===== src/rtl/mul_seq_ctrl_if.sv =====
// Request/result handshake plus the borrowed ALU port for the multiply sequencer.
// master = requester/ALU side, slave = sequencer; no backpressure, start is a level sampled when idle.
interface mul_seq_ctrl_if;
  logic        start;
  logic [15:0] op_a;
  logic [15:0] op_b;
  logic        busy;
  logic        done;
  logic [15:0] product;
  logic        ovf;
  logic [2:0]  alu_ctrl;
  logic [15:0] alu_dport1;
  logic [15:0] alu_dport2;
  logic [15:0] alu_out;

  modport master (
    output start, op_a, op_b, alu_out,
    input  busy, done, product, ovf, alu_ctrl, alu_dport1, alu_dport2
  );

  modport slave (
    input  start, op_a, op_b, alu_out,
    output busy, done, product, ovf, alu_ctrl, alu_dport1, alu_dport2
  );
endinterface


===== src/rtl/mul_seq_ctrl.sv =====
// Shift-and-add 16x16->16 multiply driven through the shared ALU, one ALU op per cycle.
// Latency 3k cycles (k = multiplier bit length, min 1); start is ignored while busy, no backpressure.
module mul_seq_ctrl (
  input  logic          clk,
  input  logic          rst_n,
  mul_seq_ctrl_if.slave bus
);

  localparam logic [2:0] ALU_ADD = 3'b000;
  localparam logic [2:0] ALU_SLA = 3'b110;
  localparam logic [2:0] ALU_SRA = 3'b111;

  typedef enum logic [2:0] {
    S_IDLE,
    S_ADD,
    S_SHL,
    S_SHR,
    S_DONE
  } state_t;

  state_t      state, state_nxt;
  logic [15:0] acc, acc_nxt;
  logic [15:0] mcand, mcand_nxt;
  logic [15:0] mplier, mplier_nxt;
  logic        ovf_r, ovf_nxt;
  logic        accept;

  assign accept = bus.start && ((state == S_IDLE) || (state == S_DONE));

  always_ff @(posedge clk or negedge rst_n) begin
    if (!rst_n) begin
      state <= S_IDLE;
    end else begin
      state <= state_nxt;
    end
  end

  always_ff @(posedge clk or negedge rst_n) begin
    if (!rst_n) begin
      acc    <= '0;
      mcand  <= '0;
      mplier <= '0;
      ovf_r  <= 1'b0;
    end else begin
      acc    <= acc_nxt;
      mcand  <= mcand_nxt;
      mplier <= mplier_nxt;
      ovf_r  <= ovf_nxt;
    end
  end

  always_comb begin
    state_nxt      = state;
    acc_nxt        = acc;
    mcand_nxt      = mcand;
    mplier_nxt     = mplier;
    ovf_nxt        = ovf_r;
    bus.alu_ctrl   = ALU_ADD;
    bus.alu_dport1 = '0;
    bus.alu_dport2 = '0;
    bus.busy       = 1'b0;
    bus.done       = 1'b0;

    if (accept) begin
      acc_nxt    = '0;
      mcand_nxt  = bus.op_a;
      mplier_nxt = bus.op_b;
      ovf_nxt    = 1'b0;
    end

    case (state)
      S_IDLE: begin
        if (accept) state_nxt = S_ADD;
      end
      S_ADD: begin
        bus.busy       = 1'b1;
        bus.alu_ctrl   = ALU_ADD;
        bus.alu_dport1 = acc;
        bus.alu_dport2 = mcand;
        if (mplier[0]) begin
          acc_nxt = bus.alu_out;
          // Unsigned wrap shows up as a sum smaller than the addend.
          if (bus.alu_out < acc) ovf_nxt = 1'b1;
        end
        state_nxt = S_SHL;
      end
      S_SHL: begin
        bus.busy       = 1'b1;
        bus.alu_ctrl   = ALU_SLA;
        bus.alu_dport1 = mcand;
        mcand_nxt      = bus.alu_out;
        // A set bit falling off the multiplicand matters only if more multiplier bits remain.
        if (mcand[15] && (mplier[15:1] != 15'd0)) ovf_nxt = 1'b1;
        state_nxt = S_SHR;
      end
      S_SHR: begin
        bus.busy       = 1'b1;
        bus.alu_ctrl   = ALU_SRA;
        bus.alu_dport1 = mplier;
        mplier_nxt     = bus.alu_out;
        state_nxt      = (bus.alu_out == 16'd0) ? S_DONE : S_ADD;
      end
      S_DONE: begin
        bus.done  = 1'b1;
        state_nxt = accept ? S_ADD : S_IDLE;
      end
      default: begin
        state_nxt = S_IDLE;
      end
    endcase
  end

  assign bus.product = acc;
  assign bus.ovf     = ovf_r;

endmodule


===== src/flat_wrapper.sv =====
// flat-port wrapper written by rule: the top's interface ports become plain ports
module mul_seq_ctrl_flat 
  (clk, rst_n, bus_start, bus_op_a, bus_op_b, bus_alu_out, bus_busy, bus_done, bus_product, bus_ovf, bus_alu_ctrl, bus_alu_dport1, bus_alu_dport2);
  mul_seq_ctrl_if bus_i ();
  input  logic clk;
  input  logic rst_n;
  input wire logic [$bits(bus_i.start)-1:0] bus_start;
  input wire logic [$bits(bus_i.op_a)-1:0] bus_op_a;
  input wire logic [$bits(bus_i.op_b)-1:0] bus_op_b;
  input wire logic [$bits(bus_i.alu_out)-1:0] bus_alu_out;
  output wire logic [$bits(bus_i.busy)-1:0] bus_busy;
  output wire logic [$bits(bus_i.done)-1:0] bus_done;
  output wire logic [$bits(bus_i.product)-1:0] bus_product;
  output wire logic [$bits(bus_i.ovf)-1:0] bus_ovf;
  output wire logic [$bits(bus_i.alu_ctrl)-1:0] bus_alu_ctrl;
  output wire logic [$bits(bus_i.alu_dport1)-1:0] bus_alu_dport1;
  output wire logic [$bits(bus_i.alu_dport2)-1:0] bus_alu_dport2;
  assign bus_i.start = bus_start;
  assign bus_i.op_a = bus_op_a;
  assign bus_i.op_b = bus_op_b;
  assign bus_i.alu_out = bus_alu_out;
  assign bus_busy = bus_i.busy;
  assign bus_done = bus_i.done;
  assign bus_product = bus_i.product;
  assign bus_ovf = bus_i.ovf;
  assign bus_alu_ctrl = bus_i.alu_ctrl;
  assign bus_alu_dport1 = bus_i.alu_dport1;
  assign bus_alu_dport2 = bus_i.alu_dport2;
  mul_seq_ctrl u_core (.clk(clk), .rst_n(rst_n), .bus(bus_i));
endmodule

===== config.mk =====
export PLATFORM = sky130hd
export DESIGN_NAME = mul_seq_ctrl_flat
export DESIGN_NICKNAME = d
export VERILOG_FILES = /design/src/rtl/mul_seq_ctrl_if.sv /design/src/rtl/mul_seq_ctrl.sv /design/src/flat_wrapper.sv
export SDC_FILE = /design/constraint.sdc
export NUM_CORES = 1
export LEC_CHECK = 0
export BUFFER_PORTS_ARGS = -buffer_cell sky130_fd_sc_hd__buf_2
export CORE_MARGIN = 2
export CORE_UTILIZATION = 57
export CTS_BUF_LIST = sky130_fd_sc_hd__clkbuf_4 sky130_fd_sc_hd__clkbuf_8
export DETAILED_ROUTE_END_ITERATION = 10
export PLACE_DENSITY_LB_ADDON = 0.1
export SLEW_MARGIN = 20
export SYNTH_ARGS = -nofsm -noshare
export SYNTH_HDL_FRONTEND = slang
export SYNTH_SLANG_ARGS = --single-unit

===== constraint.sdc =====
create_clock -name clk -period 4.9 [get_ports clk]
set_clock_uncertainty 0.05 [all_clocks]
set_input_delay 0.98 -clock clk [delete_from_list [all_inputs] [get_ports clk]]
set_output_delay 0.98 -clock clk [all_outputs]
set_load 0.02 [all_outputs]

==> results_dict.tcl <==
set metrics [dict create \
    cp.arrival_ns 2.50 \
    drc 0 \
    cts_buffer_depth 2 \
    r2r_cells 4 \
    cts_buffers 5 \
    clk_latency_ns 0.30 \
    r2r_start "u_core.state[1]" \
    crit_type "reg -> out" \
    nets 537 \
    synth_top_cell_area_share_pct 40.4 \
    place.gp.congestion 0.870 \
    worstPathMaxFanout 20 \
    min_path_cells 2 \
    syn_to_final_growth_pct 18.9 \
    reg2reg_setup_slack_ns 2.18 \
    die_h_um 79.2 \
    via_per_inst 5.66 \
    syn-cell-area_um2 3220 \
    synth.area.top_cells "dfrtp_1 40%, mux2i_1 9.9%, nand2_1 7.9%, ha_1 5.8%, nor2_1 5.8%" \
    dr.pass1.iters 5 \
    tightestPinTransition_ns 1.04 \
    grt_pass1_vias 2728 \
    max_clock_freq_mhz 283 \
    final_cells 544 \
    syn_inst 384 \
    vias 3080 \
    clk_pin_slew_ns 0.10 \
    final_common_cell "buf_2" \
    dp.cells 536 \
    status "completed" \
    power_density_nw_per_um2 694 \
    synth_warnings 0 \
    drtIter0Drc 219 \
    numClockSinks 52 \
    start_kind "register" \
    drive_above_1_share_pct 26.1 \
    final_cell_mix "104 x buf_2, 68 x nand2_1, 52 x dfrtp_1" \
    maxSlewViolCount 0 \
    die_w_um 79.2 \
    synth_nets 450 \
    ys_types 33 \
    synth_area_per_cell_um2 8.38 \
    die_area_um2 6260 \
    maxCapViolCount 0 \
    endpoint_kind "output pin" \
    gr-total-overflow 0 \
    postCtsSetupRepairBufs 0 \
    fill_cells 477 \
    cts_tree "done" \
    rows 27 \
    ant_nets 0 \
    synth-seq-cells 52 \
    yosys.area.top_type "dfrtp_1" \
    hp-class "reg -> reg" \
    fin_crit_sh_pct 72.1 \
    diodes 0 \
    fin_tns_setup_ns 0 \
    cts_max_level 2 \
    leakagePower_nw 1.93 \
    finalHoldViolations 0 \
    grt_max_degree 53 \
    r2r-end "u_core.bus.ovf" \
    cts_resized 0 \
    ioPinCount 105 \
    dp_hpwl_mm 6.40 \
    rsz0062_at_grt "false" \
    period_needed_ns 3.53 \
    portBuffers 104 \
    ctsHoldBuffers 0 \
    grt_pass1_wl_mm 13.8 \
    synth_seq_area_share_pct 40.4 \
    grtUsageTotal_pct 28.3 \
    post_drt_wl_per_cell_um 16.0 \
    hold_start "u_core.mplier[14]" \
    relSlewSlack_pct 30.5 \
    setup_violations 0 \
    ir_worst_vdd_v 0.000304 \
    start_util_pct 58.8 \
    wl_mm 8.69 \
    core_area_um2 5470 \
    root_buffer "clkbuf_8" \
    antenna_found_initial 0 \
    whs_endpoint "u_core.mplier[14]" \
    cp.required_ns 3.87 \
]
-- where the power goes --
group | total, mW | switching (mW) | internal [mW]
Combinational | 1.51 | 0.946 | 0.569
Sequential | 0.844 | 0.209 | 0.634
Clock | 0.298 | 0.147 | 0.151
Total | 2.66 | 1.30 | 1.35
-- how the worst max path moves through the flow --
| stage | from | to | slack, ns | cells after the start |
|---|---|---|---|---|
| after CTS | u_core.state[1] | bus_alu_dport1[12] | 1.09 | 4 |
| final | u_core.state[1] | bus_alu_dport1[8] | 1.37 | 4 |
| after global placement | u_core.state[1] | bus_alu_dport1[3] | 1.54 | 4 |
| after global routing | u_core.state[1] | bus_alu_dport1[8] | 1.17 | 4 |
| after detailed placement | u_core.state[1] | bus_alu_dport1[12] | 1.43 | 4 |
| after floorplan | u_core.state[1] | bus_alu_dport1[0] | 2.48 | 6 |
-- worst max-delay path: stages, from the launching register on --
cell	delay [ns]
dfrtp_1	1.04
nor2b_2	0.68
a21oi_1	0.14
nor2_1	0.13
buf_2	0.20
-- sequential cells by signal (all words and copies together) (netlist names) --
register	cells
u_core.bus.ovf	1
u_core.bus.product	16
u_core.mcand	16
u_core.mplier	16
u_core.state	3
-- cell type report --
cell class	count	area, um2	area share [%]
repair buffers	107	543	14.2
well taps	72	90.1	2.35
flip-flops and latches	52	1300	34.0
clock inverters	3	42.5	1.11
clock buffers	5	68.8	1.80
multi-input cells	286	1710	44.7
inverters	19	71.3	1.86
-- synth_stat cells --
| cell | instances |
|---|---|
| a221oi_1 | 1 |
| o21ai_1 | 1 |
| or2_2 | 1 |
| o31ai_1 | 16 |
| or3_1 | 1 |
| a32oi_1 | 1 |
| o21ai_0 | 20 |
| nor3_1 | 2 |
| a31oi_1 | 16 |
| clkbuf_1 | 12 |
| nor3b_4 | 1 |
| nand3_1 | 1 |
| a21oi_1 | 20 |
| nor2_1 | 50 |
| inv_2 | 1 |
| and2b_1 | 1 |
| mux2i_1 | 32 |
| and2_1 | 20 |
| nor2_2 | 1 |
| nor4_1 | 7 |
| inv_1 | 18 |
| nand2_1 | 68 |
| buf_4 | 3 |
| a211oi_1 | 1 |
| buf_6 | 2 |
| a31o_2 | 1 |
| dfrtp_1 | 52 |
| o21a_1 | 1 |
| o41ai_2 | 1 |
| ha_1 | 15 |
| nor2b_1 | 1 |
| nand4_1 | 6 |
| buf_2 | 10 |
-- routing by layer --
metal  share of wire [%]  routed length [um]  GRT usage (%)  vias to the layer above
met2                  45                3940           42.4                      137
met3                 8.6                 748           3.41                        2
met4                0.16                  14           5.17                        0
met5                   0                   0              0                        -
met1                  46                3980           44.3                     1451
li1                    -                   -              -                     1490
-- cells by family (layout without fill, tap and decap cells) --
| group | Yosys count | count (layout) | share of synthesized area [%] |
|---|---|---|---|
| DFF | 52 | 52 | 40.4 |
| and+or+nand+nor | 160 | 160 | 22.2 |
| adders and majority gates | 15 | 15 | 5.83 |
| buffers and inverters | 46 | 134 | 6.57 |
| muxes | 32 | 32 | 9.95 |
| AOI/OAI and AO/OA | 79 | 79 | 15.0 |
-- through the flow --
stage | area [um2] | hold slack (ns) | utilization, % | setup WS (ns) | total power, mW
2_1_floorplan | 3220 | 0.476 | - | 2.48 | 1.93
3_3_place_gp | 3710 | 0.489 | 67.9 | 1.54 | 2.30
3_5_place_dp | 3710 | 0.502 | 67.9 | 1.43 | 2.35
4_1_cts | 3820 | 0.519 | 69.9 | 1.09 | 2.65
5_1_grt | 3830 | 0.541 | 69.9 | 1.17 | 2.87
6_report | 3830 | 0.521 | 69.9 | 1.37 | 2.66
No activity file was read; power rests on OpenSTA's default activity.
